[config.mk]
export PLATFORM = sky130hd
export DESIGN_NAME = io_receiver_flat
export DESIGN_NICKNAME = d
export VERILOG_FILES = /design/src/rtl/io_receiver_if.sv /design/src/rtl/io_receiver.sv /design/src/flat_wrapper.sv
export SDC_FILE = /design/constraint.sdc
export NUM_CORES = 2
export LEC_CHECK = 0
export ABC_AREA = 1
export CORE_MARGIN = 2
export CORE_UTILIZATION = 55
export CTS_CLUSTER_DIAMETER = 50
export DETAILED_ROUTE_END_ITERATION = 16
export PLACE_DENSITY = 0.7
export SKIP_LAST_GASP = 1
export SLEW_MARGIN = 20
export SYNTH_ARGS = -nofsm -noshare
export SYNTH_HDL_FRONTEND = slang
export SYNTH_SLANG_ARGS = --single-unit
[constraint.sdc]
create_clock -name clk -period 6.4 [get_ports clk]
set_input_delay 1.6 -clock clk [delete_from_list [all_inputs] [get_ports clk]]
set_output_delay 1.6 -clock clk [all_outputs]
set_load 0.02 [all_outputs]
[src/rtl/io_receiver_if.sv]
// Feeder/core link bundle for io_receiver.
// slave = receiver view, master = feeder/core/bench view.
interface io_receiver_if #(
  parameter int DATA_W = 32,
  parameter int DEPTH  = 64
);
  localparam int AW = $clog2(DEPTH);

  logic              intrpt;
  logic              cmd;
  logic [DATA_W-1:0] data_bus;
  logic              done;
  logic              proc_start;
  logic              proc_done;
  logic [AW-1:0]     rd_addr;
  logic [DATA_W-1:0] rd_data;
  logic [AW:0]       word_count;
  logic              overflow;
  logic              busy;

  modport slave (
    input  intrpt,
    input  cmd,
    input  data_bus,
    input  proc_done,
    input  rd_addr,
    output done,
    output proc_start,
    output rd_data,
    output word_count,
    output overflow,
    output busy
  );

  modport master (
    output intrpt,
    output cmd,
    output data_bus,
    output proc_done,
    output rd_addr,
    input  done,
    input  proc_start,
    input  rd_data,
    input  word_count,
    input  overflow,
    input  busy
  );
endinterface

[src/rtl/io_receiver.sv]
// Chip-side feeder link: buffers LOAD words, acks them,
// and kicks the solver core on PROCESS.
module io_receiver #(
  parameter int DATA_W = 32,
  parameter int DEPTH  = 64
) (
  input logic         clk,
  input logic         reset,
  io_receiver_if.slave bus
);
  localparam int AW = $clog2(DEPTH);
  localparam logic [AW:0] FULL_CNT = (AW+1)'(DEPTH);
  localparam logic [AW:0] ONE_CNT  = (AW+1)'(1);

  typedef enum logic [2:0] {
    IDLE,
    ACK,
    WAIT_REL,
    PROC_START,
    PROC_WAIT,
    FINISH,
    HOLD
  } state_t;

  state_t state, state_d;

  logic [DATA_W-1:0] mem [DEPTH];
  logic [AW:0]       word_count;
  logic              overflow;
  logic              done_q;
  logic              start_q;
  logic              busy_q;
  logic              capture;
  logic              full;

  assign capture = (state == IDLE) && bus.intrpt && bus.cmd;
  assign full    = (word_count == FULL_CNT);

  always_ff @(posedge clk) begin
    if (!reset) begin
      state <= IDLE;
    end else begin
      state <= state_d;
    end
  end

  always_comb begin
    state_d = state;
    unique case (state)
      IDLE: begin
        if (bus.intrpt) begin
          state_d = bus.cmd ? ACK : PROC_START;
        end
      end
      ACK: begin
        state_d = WAIT_REL;
      end
      WAIT_REL: begin
        // feeder may switch to PROCESS without dropping intrpt
        if (!bus.intrpt) begin
          state_d = IDLE;
        end else if (!bus.cmd) begin
          state_d = PROC_START;
        end
      end
      PROC_START: begin
        state_d = PROC_WAIT;
      end
      PROC_WAIT: begin
        if (bus.proc_done) begin
          state_d = FINISH;
        end
      end
      FINISH: begin
        state_d = HOLD;
      end
      HOLD: begin
        if (!bus.intrpt) begin
          state_d = IDLE;
        end
      end
      default: begin
        state_d = IDLE;
      end
    endcase
  end

  // outputs are flops decoded from the next state
  always_ff @(posedge clk) begin
    if (!reset) begin
      done_q  <= 1'b0;
      start_q <= 1'b0;
      busy_q  <= 1'b0;
    end else begin
      done_q  <= (state_d == ACK) || (state_d == FINISH);
      start_q <= (state_d == PROC_START);
      busy_q  <= (state_d == PROC_START) ||
                 (state_d == PROC_WAIT);
    end
  end

  always_ff @(posedge clk) begin
    if (!reset) begin
      word_count <= '0;
      overflow   <= 1'b0;
    end else if (state == FINISH) begin
      word_count <= '0;
      overflow   <= 1'b0;
    end else if (capture) begin
      if (full) begin
        overflow <= 1'b1;
      end else begin
        word_count <= word_count + ONE_CNT;
      end
    end
  end

  // buffer is deliberately not cleared by reset
  always_ff @(posedge clk) begin
    if (reset && capture && !full) begin
      mem[word_count[AW-1:0]] <= bus.data_bus;
    end
  end

  assign bus.rd_data    = mem[bus.rd_addr];
  assign bus.word_count = word_count;
  assign bus.overflow   = overflow;
  assign bus.done       = done_q;
  assign bus.proc_start = start_q;
  assign bus.busy       = busy_q;
endmodule
[src/flat_wrapper.sv]
// flat-port wrapper written by rule: the top's interface ports become plain ports
module io_receiver_flat 
#(
  parameter int DATA_W = 32,
  parameter int DEPTH  = 64
)
  (clk, reset, bus_intrpt, bus_cmd, bus_data_bus, bus_proc_done, bus_rd_addr, bus_done, bus_proc_start, bus_rd_data, bus_word_count, bus_overflow, bus_busy);
  io_receiver_if #(.DATA_W(DATA_W), .DEPTH(DEPTH)) bus_i ();
  input logic clk;
  input logic reset;
  input wire logic [$bits(bus_i.intrpt)-1:0] bus_intrpt;
  input wire logic [$bits(bus_i.cmd)-1:0] bus_cmd;
  input wire logic [$bits(bus_i.data_bus)-1:0] bus_data_bus;
  input wire logic [$bits(bus_i.proc_done)-1:0] bus_proc_done;
  input wire logic [$bits(bus_i.rd_addr)-1:0] bus_rd_addr;
  output wire logic [$bits(bus_i.done)-1:0] bus_done;
  output wire logic [$bits(bus_i.proc_start)-1:0] bus_proc_start;
  output wire logic [$bits(bus_i.rd_data)-1:0] bus_rd_data;
  output wire logic [$bits(bus_i.word_count)-1:0] bus_word_count;
  output wire logic [$bits(bus_i.overflow)-1:0] bus_overflow;
  output wire logic [$bits(bus_i.busy)-1:0] bus_busy;
  assign bus_i.intrpt = bus_intrpt;
  assign bus_i.cmd = bus_cmd;
  assign bus_i.data_bus = bus_data_bus;
  assign bus_i.proc_done = bus_proc_done;
  assign bus_i.rd_addr = bus_rd_addr;
  assign bus_done = bus_i.done;
  assign bus_proc_start = bus_i.proc_start;
  assign bus_rd_data = bus_i.rd_data;
  assign bus_word_count = bus_i.word_count;
  assign bus_overflow = bus_i.overflow;
  assign bus_busy = bus_i.busy;
  io_receiver #(.DATA_W(DATA_W), .DEPTH(DEPTH)) u_core (.clk(clk), .reset(reset), .bus(bus_i));
endmodule
# [After elaboration in Yosys (flattened, before gate mapping)]
# Memories as Yosys holds them, arrays and structs flattened.
# Index checks and enable logic that the tools add are counted.
[totals] romBits=0 memories=1 reg_bits=14 mem_bits_rw=2048 inputBits=43 latchBits=0 elab_cells=41 out_inout_bits=43
[mem_list] name="u_core.mem" depth=64 word_bits=32 rd=1 rd_clocked_by_memory_dff=0 write_ports=1 line="io_receiver.sv:27" rtl="logic [DATA_W-1:0] mem [DEPTH];"
[classes] multipliers=0 div_mod_pow=0 order_cmp=0 add_sub_neg=1 n_reduce_logical=11 shift=0 bitwise_logic=2 n_mux=9 n_eq_ne=11
[ops] cell="$pmux 3 s7" n=1
[ops] cell="$eq 3x3->1 const B" n=5
[ops] cell="$mux 3" n=5
[ops] cell="$eq 3x2->1 const B" n=3
[ops] cell="$add 7x1->7 const B" n=1
[ops] cell="$eq 7x7->1 const B" n=1
[ops] cell="$eq 3x1->1 const B" n=2
[ops] cell="$logic_and 1x1->1" n=4
[ops] cell="$reduce_and 2->1" n=2
[ops] cell="$logic_not 3->1" n=1
[ops] cell="$logic_or 1x1->1" n=2
[ops] cell="$mux 1" n=2
[ops] cell="$mux 2" n=1
[ops] cell="$not 1->1" n=2
[ops] cell="$reduce_or 2->1" n=1
[ops] cell="$logic_not 1->1" n=1

# [Longest topological paths before layout]
[logic_depth] word_depth=7 ltp_mapped=13 ltp_nobuf=9

# [Worst setup path after synthesis]
# Ideal clock, no wire load.
[synth_path] path_kind="input-to-reg" from="input port reset" to="memory u_core.mem[31][0], enable pin" setup_ns=0.501 path_buffers=1 t_arrival_ns=5.246 stages=3 setup_slack_ns=0.653 required_time_ns=5.899 path_cell_list="clkbuf_1 -> inv_1 -> nor4_1"
[synth_via] elab_chain_cells=4
[synth_rtl] element="start, declared" line="flat_wrapper.sv:10" rtl="input logic reset;"
[synth_rtl] element="$logic_and 1x1->1 (2 in a row)" line="io_receiver.sv:120" rtl="if (reset && capture && !full) begin"
[synth_rtl] element="$mux 1" line="io_receiver.sv:120"
[synth_rtl] element="$mux 1 (implied by the code)" line="io_receiver.sv:121" rtl="mem[word_count[AW-1:0]] <= bus.data_bus;"
[synth_rtl] element="end, declared" line="io_receiver.sv:27"
# Every way passes these cells.

# [Final worst setup path]
[layout_path] from="input port bus_rd_addr[0]" to="output port bus_rd_data[25]"
[layout_via] elab_chain_cells=1
[layout_rtl] element="start, declared" line="flat_wrapper.sv:15" rtl="input wire logic [$bits(bus_i.rd_addr)-1:0] bus_rd_addr;"
[layout_rtl] element="$mem_v2 64x32"
[layout_rtl] element="end, declared" line="flat_wrapper.sv:18" rtl="output wire logic [$bits(bus_i.rd_data)-1:0] bus_rd_data;"
# Every way passes these cells.

==> out/qor.txt <==
Post-Layout Cell Count - 9074
crit path max-delay cell type - clkdlybuf4s50_1
post-layout net count - 6930
crit path DAT - 4.44 ns
flops & latches, synth - 2062
clock-pin slew on the worst setup and hold paths - 0.06 ns
Setup TNS - 0 ns
post-CTS setup buffer count - 0
critical path startpoint category - primary input
Seq/Total Area, Yosys - 74.9%
Syn Nets - 6874
CTS tree - yes
status - completed
Num CTS Buffers - 200
Yosys top cell by area - edfxtp_1
WS Path Type - in2out
Lkg Pwr - 32.7 nW
clk_lat worst skew - 0.84 ns
most numerous cell in the Yosys netlist - nand2_1
worst reg2reg path depth - 9
Yosys warning count - 0
synthesized area - 82500 µm²
final hold viol count - 0
antenna viol nets, final - 0
Synth top area share - 74.6%
root buf cell - clkbuf_16
EDFF count, synth - 2048
DRT Wirelength - 223000 µm
synthesis-to-finish area growth - 12.9%
DP Cell Count - 8699
CP Capture Type - output pin
CORE AREA - 149000 µm²
Total Routing Usage GR - 29.2%
largest net degree at the start of global routing - 94
vias per cell - 6.07
Most used DFF post-synth - edfxtp_1
Pwr per Cell Area - 301 nW/µm²
RSZ-0062 raised after global routing - false
Fmax achieved - 166 MHz
drt first-iter violations - 7303
Initial Util - 55.2%
via count - 55100
Final Wtd Congestion - 0.852
total congestion overflow - 0
Max Clock Skew - 0.0211 ns
Finish-stage setup viols - 0
final worst path period share - 94.4%
Die ar. - 153000 µm²
DR pass1 iterations - 8
Slew Viols, Final - 0
Tot Pwr - 0.0280 W
Post-synth top cells - nand2_1 (2260), edfxtp_1 (2048), nand3_1 (1917), clkbuf_1 (223), buf_2 (159)
maximum vdd drop - 282 µV
Cell variety after synth - 31
Post-DP HPWL - 121000 µm
Residual DRC - 0
vias in the first global route - 52300
Post-Syn Instances - 6829
Worst Tran Pin Value - 1.10 ns
# hold bufs at CTS - 0
Bufs on Longest Clock Path - 3
WHS Path Cells - 2
max cap viols - 0
synth top area cells - edfxtp_1 (75%), nand3_1 (12%), nand2_1 (10%)
fillers - 11000
die width - 391 µm
initial antenna violation count - 10
fin crit period - 6.04 ns
ys async rst share - 0%
WL per Instance - 24.6 µm
synthesized area per cell - 12.1 µm²
Relative slew margins - 26.5%
Die Y - 391 µm
type of the most critical hold path - reg2reg
max incr delay on CP - 0.71 ns
IO Pins - 86
crit-path max FO - 46
first-pass GRT wire length - 331000 µm
number of H-tree levels - 4
critical path, cell by cell - buf_8 -> inv_8 -> buf_12 -> buf_12 -> nand2_1 -> nand3_1 -> nand3_1 -> nand3_1 -> nand3_1 -> nand2_1 -> nand2_1 -> nand2_1 -> clkdlybuf4s50_1
clock sink count - 2062
CTS resizes - 0
share of layout cells above drive strength 1 - 9.06%
Rows - 142
port bufs - 85
CP required - 4.80 ns
## layer usage
| layer | vias up | global-route usage (%) | part of all wire [%] |
|---|---|---|---|
| met5 | - | 0 | 0.016 |
| met1 | 26900 | 41.0 | 38 |
| li1 | 24400 | - | - |
| met4 | 8 | 9.12 | 2.6 |
| met2 | 3319 | 46.4 | 48 |
| met3 | 432 | 5.76 | 12 |
## state kept, by name (all words and copies together) (netlist names)
signal	cells
u_core.bus.proc_start	1
u_core.bus.word_count	7
u_core.bus.done	1
u_core.state	3
u_core.bus.busy	1
u_core.bus.overflow	1
u_core.mem	2048
## critical path: cells and delay by family
family	cells	cell delay [ns]
buf+inv	5	1.76
simple gates	8	0.92
## cell families after synthesis
kind of cell	share of synthesized area [%]
and+or+nand+nor	22.5
adders and majority gates	0.0303
AOI/OAI and AO/OA	0.103
buffers and inverters	2.43
xor gates and xnor gates	0.0212
DFF	74.9
## stage by stage
stage	util [%]	setup WS, ns	instance area (µm²)	hold WS (ns)
6_report	62.3	0.360	93200	0.549
5_1_grt	62.3	0.270	93100	0.581
4_1_cts	62.3	0.457	93100	0.537
3_5_place_dp	58.1	0.463	86800	0.518
3_3_place_gp	58.1	0.473	86800	0.495
2_1_floorplan	-	0.653	82500	0.540
## where the power goes
part / internal, W / leakage, nW / switching, W
Clock: 0.00644 / 3.07 / 0.00495
Combinational: 0.000462 / 11.1 / 0.00128
Sequential: 0.0149 / 18.5 / 0.0000102
## cell type report
| class | count | area [µm²] | area share [%] |
|---|---|---|---|
| repair buffers | 303 | 3230 | 3.47 |
| clock inverters | 124 | 1010 | 1.09 |
| multi-input cells | 4291 | 19200 | 20.6 |
| well taps | 2016 | 2520 | 2.71 |
| clock buffers | 246 | 5310 | 5.69 |
| flip-flops and latches | 2062 | 61800 | 66.3 |
| inverters | 27 | 129 | 0.138 |
| diodes | 5 | 12.5 | 0.0134 |
## final timing paths
| kind | startpoint | to | slack [ns] |
|---|---|---|---|
| setup / recovery | bus_rd_addr[0] | bus_rd_data[25] | 0.36 |
| hold / removal | u_core.bus.overflow | u_core.bus.overflow | 0.55 |
| setup reg to reg | u_core.bus.word_count[1] | u_core.mem[59][31] | 2.50 |
| hold reg to reg | u_core.bus.overflow | u_core.bus.overflow | 0.55 |
## cell usage in the layout (no fill, tap or decap), types with 3 or more instances in the layout
master           instances
inv_8                    3
a31oi_1                  3
bufinv_16               14
clkdlybuf4s50_1         29
clkinv_1                50
clkinvlp_4              12
dfxtp_1                 14
inv_2                    3
buf_8                    3
nor2_4                  58
clkinv_2                38
clkbuf_1                40
nand2_1               2260
nand4_2                  3
nor2_1                  15
buf_12                  70
o21ai_0                  4
inv_6                    7
nor3_2                   7
a21oi_1                  6
clkbuf_16              206
edfxtp_1              2048
buf_2                    8
clkinv_4                 3
nand3_4                  3
diode_2                  5
nand3_1               1917
inv_1                   19
buf_4                  192
Note: power is estimated with default switching activity, not from simulation.
